==> src/rtl/fetch_unit.sv <==
// -----------------------------------------------------------------------------
// fetch_unit
//
// Pipelined instruction fetch unit. Owns the program counter, issues one word
// fetch per cycle to an instruction memory whose responses come back in
// request order after any latency of at least one cycle, and buffers the
// returned words (each tagged with its word PC) in a small queue that feeds
// decode. Branch, jump and jump-register redirects flush the queue and mark
// every fetch still in flight as stale so its response is thrown away.
//
// Parameters
//   PC_WIDTH  word-address width of the PC (byte address = {pc, 2'b00});
//             at most 30 so a jump-register target fits in redirect_reg.
//   RESET_PC  word address fetched first after reset.
//   QDEPTH    queue entries, and the cap on queued + in-flight fetches;
//             power of two, at least 2.
//
// Ports
//   clk, rst_n       clock (posedge) and asynchronous active-low reset
//   imem_req         fetch request this cycle (the memory always accepts)
//   imem_addr        byte address of the request
//   imem_rvalid      response valid; responses arrive in request order
//   imem_rdata       response instruction word
//   inst_valid       queue head valid
//   inst, inst_pc    queue head instruction and its word PC
//   inst_ready       decode takes the head when inst_valid && inst_ready
//   redirect_valid   redirect this cycle
//   redirect_kind    00 branch, 01 jump, 10 jump-register, 11 as 10
//   redirect_pc      word PC of the redirecting instruction
//   redirect_imm16   signed branch offset in words
//   redirect_addr26  jump target field
//   redirect_reg     jump-register byte target; bits [1:0] ignored
// -----------------------------------------------------------------------------
module fetch_unit #(
    parameter int                  PC_WIDTH = 30,
    parameter logic [PC_WIDTH-1:0] RESET_PC = '0,
    parameter int                  QDEPTH   = 4
) (
    input  logic                clk,
    input  logic                rst_n,
    output logic                imem_req,
    output logic [PC_WIDTH+1:0] imem_addr,
    input  logic                imem_rvalid,
    input  logic [31:0]         imem_rdata,
    output logic                inst_valid,
    output logic [31:0]         inst,
    output logic [PC_WIDTH-1:0] inst_pc,
    input  logic                inst_ready,
    input  logic                redirect_valid,
    input  logic [1:0]          redirect_kind,
    input  logic [PC_WIDTH-1:0] redirect_pc,
    input  logic [15:0]         redirect_imm16,
    input  logic [25:0]         redirect_addr26,
    input  logic [31:0]         redirect_reg
);

    // Counter width holds 0..QDEPTH; queue pointers carry one extra wrap bit,
    // which for a power-of-two depth is the same width.
    localparam int CW = $clog2(QDEPTH + 1);
    localparam int PW = $clog2(QDEPTH);
    localparam logic [CW:0] QD = (CW + 1)'(QDEPTH);

    // Branch arithmetic is done at least 16 bits wide so the offset keeps
    // its sign before the result is cut back to PC_WIDTH.
    localparam int EW = (PC_WIDTH > 16) ? PC_WIDTH : 16;

    typedef enum logic [1:0] {
        KIND_BRANCH = 2'b00,
        KIND_JUMP   = 2'b01,
        KIND_JR     = 2'b10,
        KIND_RSVD   = 2'b11
    } redirect_kind_e;

    typedef struct packed {
        logic [PC_WIDTH-1:0] pc;
        logic [31:0]         word;
    } q_entry_t;

    // -------------------------------------------------------------------------
    // State
    // -------------------------------------------------------------------------
    logic                r_run;       // low in reset, high from the first edge after
    logic [PC_WIDTH-1:0] r_pc;        // next word address to request
    logic [PC_WIDTH-1:0] r_resp_pc;   // word address of the next kept response
    logic [CW-1:0]       r_out;       // requests issued, response not yet seen
    logic [CW-1:0]       r_drop;      // of r_out, how many are stale
    logic [CW-1:0]       r_wptr;
    logic [CW-1:0]       r_rptr;
    q_entry_t            r_mem [QDEPTH];

    // -------------------------------------------------------------------------
    // Combinational control
    // -------------------------------------------------------------------------
    logic [CW-1:0]       w_count;
    logic [CW:0]         w_in_use;
    logic                w_issue;
    logic                w_rsp;
    logic                w_push;
    logic                w_pop;
    logic [EW-1:0]       w_imm_ext;
    logic [EW-1:0]       w_br_sum;
    logic [PC_WIDTH-1:0] w_br_target;
    logic [PC_WIDTH-1:0] w_j_target;
    logic [PC_WIDTH-1:0] w_jr_target;
    logic [PC_WIDTH-1:0] w_target;
    logic                w_unused;

    assign w_count  = r_wptr - r_rptr;
    assign w_in_use = {1'b0, w_count} + {1'b0, r_out};

    // Queue space is reserved at issue time, so a response can always be
    // pushed without back-pressure. r_run keeps the request low while in reset.
    assign w_issue = r_run && !redirect_valid && (w_in_use < QD);

    // A response with nothing outstanding is a protocol error and is ignored.
    assign w_rsp  = imem_rvalid && (r_out != '0);
    assign w_push = w_rsp && !redirect_valid && (r_drop == '0);
    assign w_pop  = inst_valid && inst_ready;

    // -------------------------------------------------------------------------
    // Redirect target
    // -------------------------------------------------------------------------
    assign w_imm_ext   = EW'($signed(redirect_imm16));
    assign w_br_sum    = EW'(redirect_pc) + EW'(1) + w_imm_ext;
    assign w_br_target = w_br_sum[PC_WIDTH-1:0];
    assign w_jr_target = redirect_reg[PC_WIDTH+1:2];

    generate
        if (PC_WIDTH > 26) begin : g_jump_wide
            assign w_j_target = {redirect_pc[PC_WIDTH-1:26], redirect_addr26};
        end else begin : g_jump_narrow
            assign w_j_target = redirect_addr26[PC_WIDTH-1:0];
        end
    endgenerate

    // NOTE: every signal written in an always_comb gets a default first, so no
    // path through the block leaves it unassigned and no latch is inferred.
    always_comb begin
        w_target = w_jr_target;
        case (redirect_kind_e'(redirect_kind))
            KIND_BRANCH: w_target = w_br_target;
            KIND_JUMP:   w_target = w_j_target;
            default:     w_target = w_jr_target;
        endcase
    end

    // Bits that are deliberately not part of any target.
    assign w_unused = ^{redirect_reg, w_br_sum};

    // -------------------------------------------------------------------------
    // Run flag and PC registers
    // -------------------------------------------------------------------------
    // NOTE: state registers use non-blocking assignments so every register
    // samples the pre-edge values of the others, whatever the statement order.
    always_ff @(posedge clk or negedge rst_n) begin
        if (!rst_n) begin
            r_run <= 1'b0;
        end else begin
            r_run <= 1'b1;
        end
    end

    always_ff @(posedge clk or negedge rst_n) begin
        if (!rst_n) begin
            r_pc <= RESET_PC;
        end else if (redirect_valid) begin
            r_pc <= w_target;
        end else if (w_issue) begin
            r_pc <= r_pc + PC_WIDTH'(1);
        end
    end

    always_ff @(posedge clk or negedge rst_n) begin
        if (!rst_n) begin
            r_resp_pc <= RESET_PC;
        end else if (redirect_valid) begin
            r_resp_pc <= w_target;
        end else if (w_push) begin
            r_resp_pc <= r_resp_pc + PC_WIDTH'(1);
        end
    end

    // -------------------------------------------------------------------------
    // Outstanding and stale-response counters
    // -------------------------------------------------------------------------
    always_ff @(posedge clk or negedge rst_n) begin
        if (!rst_n) begin
            r_out <= '0;
        end else begin
            r_out <= r_out + CW'(w_issue) - CW'(w_rsp);
        end
    end

    // On a redirect every fetch still in flight becomes stale. r_out already
    // includes the ones marked stale by an earlier redirect, so the new drop
    // count is r_out itself (less a response consumed this cycle), which keeps
    // back-to-back redirects from counting the same fetch twice.
    always_ff @(posedge clk or negedge rst_n) begin
        if (!rst_n) begin
            r_drop <= '0;
        end else if (redirect_valid) begin
            r_drop <= r_out - CW'(w_rsp);
        end else if (w_rsp && (r_drop != '0)) begin
            r_drop <= r_drop - CW'(1);
        end
    end

    // -------------------------------------------------------------------------
    // Instruction queue
    // -------------------------------------------------------------------------
    always_ff @(posedge clk or negedge rst_n) begin
        if (!rst_n) begin
            r_wptr <= '0;
            r_rptr <= '0;
        end else if (redirect_valid) begin
            r_wptr <= '0;
            r_rptr <= '0;
        end else begin
            if (w_push) begin
                r_wptr <= r_wptr + CW'(1);
            end
            if (w_pop) begin
                r_rptr <= r_rptr + CW'(1);
            end
        end
    end

    // NOTE: the storage array has no reset; an entry is only read once the
    // pointers say it was written, so clearing it would buy nothing.
    always_ff @(posedge clk) begin
        if (w_push) begin
            r_mem[r_wptr[PW-1:0]] <= '{pc: r_resp_pc, word: imem_rdata};
        end
    end

    // -------------------------------------------------------------------------
    // Outputs
    // -------------------------------------------------------------------------
    assign imem_req   = w_issue;
    assign imem_addr  = {r_pc, 2'b00};
    assign inst_valid = (w_count != '0);
    assign inst       = r_mem[r_rptr[PW-1:0]].word;
    assign inst_pc    = r_mem[r_rptr[PW-1:0]].pc;

endmodule

==> config.mk <==
export PLATFORM = sky130hd
export DESIGN_NAME = fetch_unit
export DESIGN_NICKNAME = d
export VERILOG_FILES = /design/src/rtl/fetch_unit.sv
export SDC_FILE = /design/constraint.sdc
export NUM_CORES = 1
export LEC_CHECK = 0
export BUFFER_PORTS_ARGS = -buffer_cell sky130_fd_sc_hd__buf_4
export CORE_ASPECT_RATIO = 2
export CORE_MARGIN = 2
export CORE_UTILIZATION = 50
export DETAILED_ROUTE_END_ITERATION = 12
export MAX_ROUTING_LAYER = met4
export PLACE_DENSITY = 0.72
export SKIP_CTS_REPAIR_TIMING = 1
export SYNTH_ARGS = -nofsm -noshare
export SYNTH_HDL_FRONTEND = slang
export SYNTH_SLANG_ARGS = --single-unit
==> constraint.sdc <==
create_clock -name clk -period 8.3 [get_ports clk]
set_input_delay 0.415 -clock clk [delete_from_list [all_inputs] [get_ports clk]]
set_output_delay 0.415 -clock clk [all_outputs]
set_load 0.05 [all_outputs]
==> run metrics, run 1 <==
DRT Wirelength 37.9 mm; worst min-delay path category primary input to register; H-tree Lvls 1; hold_sp imem_rdata[16]; status completed; fin nets approximately 1500; Avg Cell Area, Syn about 14 um^2; fillers 2409; WL per Instance 21.8 um; number of max-cap violations 0; layout cells sized above 1 0.272; vias per cell 5.94; Clock Latency Late Sink ~0.55 ns; Final Hold Viols 0; Max VDD drop 147 uV; Hold Crit Depth 1; Die Footprint 32200 um^2; clock skew 0.0118 ns; Yosys top cell by area edfxtp_1; Worst Hold End r_mem[3][16]; Inst Count DP 1688; antenna cells 0; I/O pin cnt 239; first-pass GRT wire length 58.9 mm; worst path bufs/invs 3; top post-synthesis cells by count edfxtp_1, nand2_1, dfrtp_1; CP Max Fanout 21; Fin Setup TNS 0 ns; Final min period 4.32 ns; cell chain of the critical path ha_1, inv_1, fa_1, xnor2_1, ha_1, nor4_1, nand3_1, inv_1, buf_4; Reg-to-Reg Start r_rptr[0]; width of the die roughly 130 um; total gr overflow 0; drt drc 0; ys flop type edfxtp_1; most common cell in the netlist edfxtp_1; Worst Tran Pin Value approximately 0.99 ns; Critical Path Max Stage Delay 0.70 ns; r2r setup slk slightly above 4 ns; input/output buffers 234; GP Congestion 1.00; First DRT Iteration DRCs 551; ys async rst share 0.227; initial antenna violation count 0; CTS tree yes; Max Slew Vio Count 0; Starting Density 0.509; CP Class register to output port; period utilization 0.520; Synth top area share 0.485; Worst R2R End r_pc[13]; CP arrival approximately 3.9 ns; root buf cell clkbuf_16; # rows 90; Yosys reg bits 321; pin count of the biggest net entering global routing 65; Post-DRT Antenna Nets 0; area grow syn2layout 20.0%; CP delay by family, top buffers and inverters; Total GRT Usage 0.245; cts bufs inserted 26; Yosys cell types 74; Mapped Area 15400 um^2; Leakage between 6 and 7 nW; slowest stage cell on the critical path dfrtp_4; Finished Layout Cells 1737; Pre-antenna DRT Iters 5; cell count after synthesis between 1000 and 1500; Startpoint Class register; Slew Limit Headroom 0.335; HPWL Detailed 26.6 mm; Die Span Y 252 um; CORE AREA 30200 um^2; clock buffer depth 3; pwr dens 266 nW/um^2; Post-synth EDFFs 248; unrepaired setup endpoints after global routing false; top cells by area, synth edfxtp_1, dfrtp_1, mux4_2; vias in the first global route 11000; worst hold slack 0.0670 ns; Clk pin slew, worst setup/hold paths 0.07 ns; Syn. warnings 0; final setup fails 0; total power 0.00491 W; post-synthesis sequential area ratio 0.604; CTS Sinks between 300 and 400; Vias 10300; f_max between 200 and 250 MHz; reg2reg path depth 13; endpoint class of the critical path output port; required time worst endpoint 7.89 ns
==> layout make-up <==
class,instances,area (um^2),share of cell area
well taps,368,460,0.0250
multi-input cells,725,5770,0.313
clock buffers,31,691,0.0375
flip-flops and latches,321,9280,0.504
repair buffers,246,1850,0.100
inverters,29,109,0.00591
clock inverters,17,268,0.0145
==> sequential cells by signal, summed over array words and instances (netlist names) <==
register   cells
r_rptr         3
r_resp_pc     30
r_wptr         3
r_run          1
r_pc          30
r_drop         3
r_out          3
r_mem        248
==> layer usage <==
layer,track usage,vias to the layer above,share of wire
li1,-,4792,-
met1,0.257,5114,0.35
met2,0.467,325,0.57
met3,0.0197,80,0.039
met4,0.0954,0,0.035
met5,-,-,0
==> cells in the final DEF (no fill, tap or decap), types with 5 or more instances in the layout <==
cell type / n
nor2_1: 62
a21o_1: 17
nor2b_1: 5
and4_1: 7
or3_1: 7
nor3_1: 23
nand4_1: 18
bufinv_16: 7
inv_1: 29
a211oi_1: 9
nand3_1: 43
buf_4: 245
nand2_1: 81
nand2b_1: 5
o21ai_0: 49
dfrtp_1: 71
a31oi_1: 8
o211ai_1: 17
xnor2_1: 32
mux2i_1: 8
o21a_1: 13
xor2_1: 38
a21oi_1: 57
mux4_2: 62
ha_1: 45
and3_1: 11
clkbuf_16: 27
edfxtp_1: 248
o31ai_1: 9
a21boi_0: 10
or2_2: 6
o22ai_1: 11
==> how the worst max path moves through the flow <==
stage / from / to / slack (ns) / depth (start not counted)
2_1_floorplan: r_rptr[1] / r_out[2] / 4.06 / 15
3_3_place_gp: r_rptr[0] / r_pc[11] / 4.06 / 14
3_5_place_dp: r_rptr[0] / r_pc[13] / 4.04 / 13
4_1_cts: r_rptr[0] / imem_req / 3.87 / 9
5_1_grt: r_rptr[0] / imem_req / 3.68 / 9
6_report: r_rptr[0] / imem_req / 3.98 / 9
==> through the flow <==
step                cell area (um^2)   util  setup WS (ns)
floorplan                      15400      -           4.06
global placement               17500  0.578           4.06
detailed placement             17500  0.578           4.04
CTS                            18400  0.610           3.87
global route                   18400  0.611           3.68
finish                         18400  0.611           3.98
==> where the power goes <==
group | leakage, nW | switching, W | internal, W
clock | 0.464 | 0.000563 | 0.000815
combinational | 3.27 | 0.000983 | 0.000581
sequential | 3.09 | 0.000124 | 0.00184
==> cell families (layout without fill, tap and decap cells) <==
logic type,after synthesis,count (layout),synth area share
DFF,321,321,0.604
buffers and inverters,82,323,0.0211
adders and majority gates,48,48,0.0406
and+or+nand+nor,290,290,0.0929
other,2,3,0.000489
AOI/OAI and AO/OA,242,242,0.104
muxes,72,72,0.0976
xor gates and xnor gates,70,70,0.0399
(Power assumes the default switching activity.)
==> run 2: changes to the inputs <==
clock period = 4.5 ns   (was 8.3 ns; I/O delays follow)
==> run 2 against run 1 <==
The run now ends with hold timing left. Clock power grew 62%. Clock-buffer cell count grew 3. Via count grew 2.3%. First-iteration DRC count grew 4.7%. Critical path type is now register to register. Highest routed layer unchanged.
==> run metrics, run 2 (same netlist as run 1, synthesis figures left out) <==
width of the die 128 um; Max Slew Vio Count 0; endpoint class of the critical path register; clock buffer depth 3; HPWL Detailed 26.8 mm; Vias roughly 11000; DRT Wirelength 38.0 mm; period utilization 0.809; cts bufs inserted 27; number of max-cap violations 0; unrepaired setup endpoints after global routing false; Total GRT Usage 0.243; pwr dens roughly 470 nW/um^2; Die Footprint 32200 um^2; First DRT Iteration DRCs about 580; most frequent cells in the layout buf_4, edfxtp_1, nand2_1; Leakage 6.97 nW; CTS tree yes; Reg-to-Reg Start r_wptr[0]; CORE AREA between 30000 and 40000 um^2; clock skew about 0.021 ns; gr busiest metal met2; Starting Density 0.509; Hold Crit Depth 3; grt met1 use 0.251; status finished, violations left; CP Max Fanout 10; most common cell after layout, fill and taps aside buf_4; initial antenna violation count 0; fin nets 1587; worst min-delay path category primary input to register; root buf cell clkbuf_16; Worst Hold End r_resp_pc[13]; CTS Sinks 321; Fin Setup TNS 0 ns; Post-DRT Antenna Nets 0; Final Hold Viols 6; I/O pin cnt 239; Worst R2R End r_pc[13]; WL per Instance ~21 um; Pre-antenna DRT Iters 5; CP Class register to register; vias per cell 5.91; worst hold slack -0.0360 ns; Slew Limit Headroom 0.340; Max VDD drop 259 uV; reg2reg path depth 15; final setup fails 0; CP arrival 4.11 ns; hold_sp redirect_reg[15]; total gr overflow 0; Final min period 3.64 ns; f_max 275 MHz; H-tree Lvls 1; antenna cells 0; total power 0.00879 W; # rows 90; input/output buffers about 230; r2r setup slk 0.86 ns; layout cells sized above 1 0.266; Die Span Y 252 um; pin count of the biggest net entering global routing 65; Clk pin slew, worst setup/hold paths 0.07 ns; area grow syn2layout 22.3%; GP Congestion 1.01; Clock Latency Late Sink about 0.55 ns; Startpoint Class register; Largest register FFs 248; failing checks hold timing; routing usage on met2 0.459; drt drc 0; first-pass GRT wire length 58.6 mm; vias in the first global route 11100; required time worst endpoint 4.97 ns; Worst Tran Pin Value 0.981 ns; met3 GRT Util 0.0197
-- run 2: worst max-delay path by stage --
stage / end / slack (ns) / start
after detailed placement: r_pc[13] / 0.86 / r_wptr[0]
after global routing: r_pc[11] / 0.58 / r_wptr[0]
after global placement: r_pc[11] / 0.96 / r_wptr[0]
after floorplan: r_out[2] / 0.26 / r_rptr[1]
after CTS: r_pc[13] / 0.83 / r_wptr[0]
final: r_pc[13] / 0.86 / r_wptr[0]
-- run 2: metal layers --
layer / up-vias / part of all wire / wire (um)
li1: 4882 / - / -
met1: 5187 / 0.35 / 13400
met2: 390 / 0.56 / 21300
met3: 93 / 0.043 / 1640
met4: 0 / 0.044 / 1660
met5: - / 0 / 0
-- run 2: cell type report --
cell class                 instances  area, um^2
timing repair buffer             292        2320
multi-input combinational        725        5770
clock buffer                      34         722
clock inverter                    16         119
fill                            2340       11400
sequential                       321        9280
tap                              368         460
inverter                          29         109
-- run 2: through the flow --
step           area (um^2)   util  cells  hold slack, ns  setup slack, ns
2_1_floorplan        15400      -   1128         -0.0706            0.257
3_3_place_gp         17500  0.581   1694           0.102            0.962
3_5_place_dp         17500  0.581   1694           0.103            0.857
4_1_cts              18400  0.609   1744          -0.484            0.833
5_1_grt              18800  0.622   1785         0.00361            0.577
6_report             18800  0.622   1785         -0.0360            0.861
-- run 2: report_power, final --
group | leakage (nW) | total [W] | switching, W | internal [W]
registers | 3.09 | 0.00359 | 0.000188 | 0.00340
clock network | 0.403 | 0.00224 | 0.00104 | 0.00120
logic | 3.48 | 0.00296 | 0.00186 | 0.00111
total | 6.97 | 0.00879 | 0.00308 | 0.00571
-- run 2: critical path, cell delays in order, from the launching register on --
cell and delay, ns:
dfrtp_1 0.42, inv_1 0.13, ha_1 0.15, inv_1 0.04
fa_1 0.37, xnor2_1 0.21, ha_1 0.26, nor4_1 0.28
nand3_1 0.13, buf_4 0.19, inv_1 0.34, nand2_1 0.15
nor2_1 0.39, nand4_1 0.17, xor2_1 0.16, o21ai_0 0.16
==> run 3: changes to the inputs <==
PLACE_DENSITY = 0.74   (was 0.72)
clock period = 3.3 ns   (was 4.5 ns; I/O delays follow)
==> run 3 against run 2 <==
The run still ends with hold timing left. Sequential share of layout area is 1.1 points lower. First-iteration DRC count is 16% higher. Core utilization grew 1.5 points. Flip-flop and latch count is the same. Largest power group unchanged. Clock-buffer cell count decreased by 7. Maximum frequency up 17%. Worst hold slack barely moved. Power rose by 43%. Sequential power up 36%. Largest cell class unchanged. Routed wire length increased by 2.6%.
==> run metrics, run 3 (same netlist as run 1, synthesis figures left out) <==
Final WS setup 0.190 ns; vias per cell 5.87; area grow syn2layout 25.1%; H-tree Lvls 1; root buf cell clkbuf_16; worst hold slack -0.0357 ns; input/output buffers between 200 and 250; Max Slew Vio Count 0; pin count of the biggest net entering global routing 74; Max VDD drop approximately 310 uV; endpoint class of the critical path register; Clk pin slew, worst setup/hold paths roughly 0.070 ns; WL per Instance 21.5 um; Post-DRT Antenna Nets 0; width of the die approximately 130 um; clock skew 0.0159 ns; Leakage 7.18 nW; CTS tree yes; final setup fails 0; most common cell after layout, fill and taps aside buf_4; Slew Limit Headroom 0.357; status finished, violations left; I/O pin cnt 239; GP Congestion 1.04; Placed Area 17700 um^2; failing checks hold timing; Design Area, Final between 15000 and 20000 um^2; reg2reg path depth 15; most frequent cells in the layout buf_4, edfxtp_1, nand2_1; f_max ~320 MHz; CP Class register to register; Setup WS pre-CTS around 0.00042 ns; pwr dens approximately 650 nW/um^2; layout cells sized above 1 0.282; initial antenna violation count 0; Final Hold Viols 2; Worst Tran Pin Value about 0.96 ns; Starting Density 0.509; Total GRT Usage 0.245; CTS Sinks 321; First DRT Iteration DRCs 669; Die Span Y 252 um; fillers 2326; DRT Wirelength 39.0 mm; number of max-cap violations 0; # rows 90; Hold Crit Depth 3; Pre-antenna DRT Iters 5; period utilization 0.942; antenna cells 0; vias in the first global route 11100; fin nets about 1600; Startpoint Class register; Vias 10600; HPWL Detailed around 27 mm; clock buffer depth 3; Clock Latency Late Sink between 0.5 and 0.6 ns; drt drc 0; worst min-delay path category primary input to register; unrepaired setup endpoints after global routing true; Fin Setup TNS 0 ns; Die Footprint 32200 um^2; required time worst endpoint 3.75 ns; Largest register FFs about 250; total gr overflow 0; CP Max Fanout 3; CORE AREA between 30000 and 40000 um^2; Final min period 3.11 ns; first-pass GRT wire length 58.9 mm; cts bufs inserted 26; CP arrival 3.56 ns
## run 3: cell count changes in the layout (fill, tap and decap cells not counted), moves of 2 or more
cell	previous run	this run
buf_4	249	266
clkinvlp_4	3	6
clkinv_1	4	1
dlygate4sd3_1	41	49
clkbuf_1	5	0
clkbuf_8	2	0
bufinv_16	1	7
buf_12	2	5
## run 3: per-layer routing
layer | GRT usage | vias to the layer above | wire length [um]
met5 | - | - | 0
met4 | 0.138 | 0 | 2340
met3 | 0.0237 | 123 | 1410
met2 | 0.455 | 342 | 21600
met1 | 0.246 | 5225 | 13600
li1 | - | 4940 | -
## run 3: final cells by class
cell class / instances / area, um^2 / area share
clock buffers: 27 / 676 / 0.0352
clock inverters: 21 / 304 / 0.0158
inverters: 29 / 109 / 0.00566
multi-input cells: 725 / 5790 / 0.301
flip-flops and latches: 321 / 9280 / 0.483
well taps: 368 / 460 / 0.0240
repair buffers: 321 / 2600 / 0.135
## run 3: power by group
part           total, W  internal [W]  switching (W)
Combinational   0.00415       0.00157        0.00258
Clock           0.00351       0.00206        0.00145
Sequential      0.00489       0.00464       0.000256
## run 3: path summary, 6_finish.rpt
path                                       start             to  slack, ns
min in group asynchronous                  rst_n        r_pc[3]       0.29
worst min register to register          r_out[2]       r_out[2]       0.57
worst max register to register         r_wptr[0]       r_pc[29]       0.19
worst min-delay path            redirect_reg[23]  r_resp_pc[21]      -0.04
max in group asynchronous                  rst_n      r_rptr[0]       2.25
worst max-delay path                   r_wptr[0]       r_pc[29]       0.19
## run 3: stage by stage
step	utilization	total power [W]	hold WS, ns	cells
after CTS	0.619	0.0125	-0.225	1762
after floorplan	-	0.00779	-0.131	1128
after global placement	0.587	0.00900	0.357	1714
after detailed placement	0.587	0.00906	0.354	1714
final	0.637	0.0125	-0.0357	1812
after global routing	0.637	0.0130	0.0128	1812
## run 3: worst max-delay path: stages (launching register included)
cell and delay [ns]:
dfrtp_1 0.39, inv_1 0.08, ha_1 0.15, inv_1 0.05, fa_1 0.37, xnor2_1 0.19
ha_1 0.29, nor4_4 0.22, nand3_2 0.16, buf_4 0.17, nor4_4 0.19, nand3_1 0.13
nor2_1 0.12, xor2_1 0.15, o22ai_1 0.09, a311oi_1 0.27
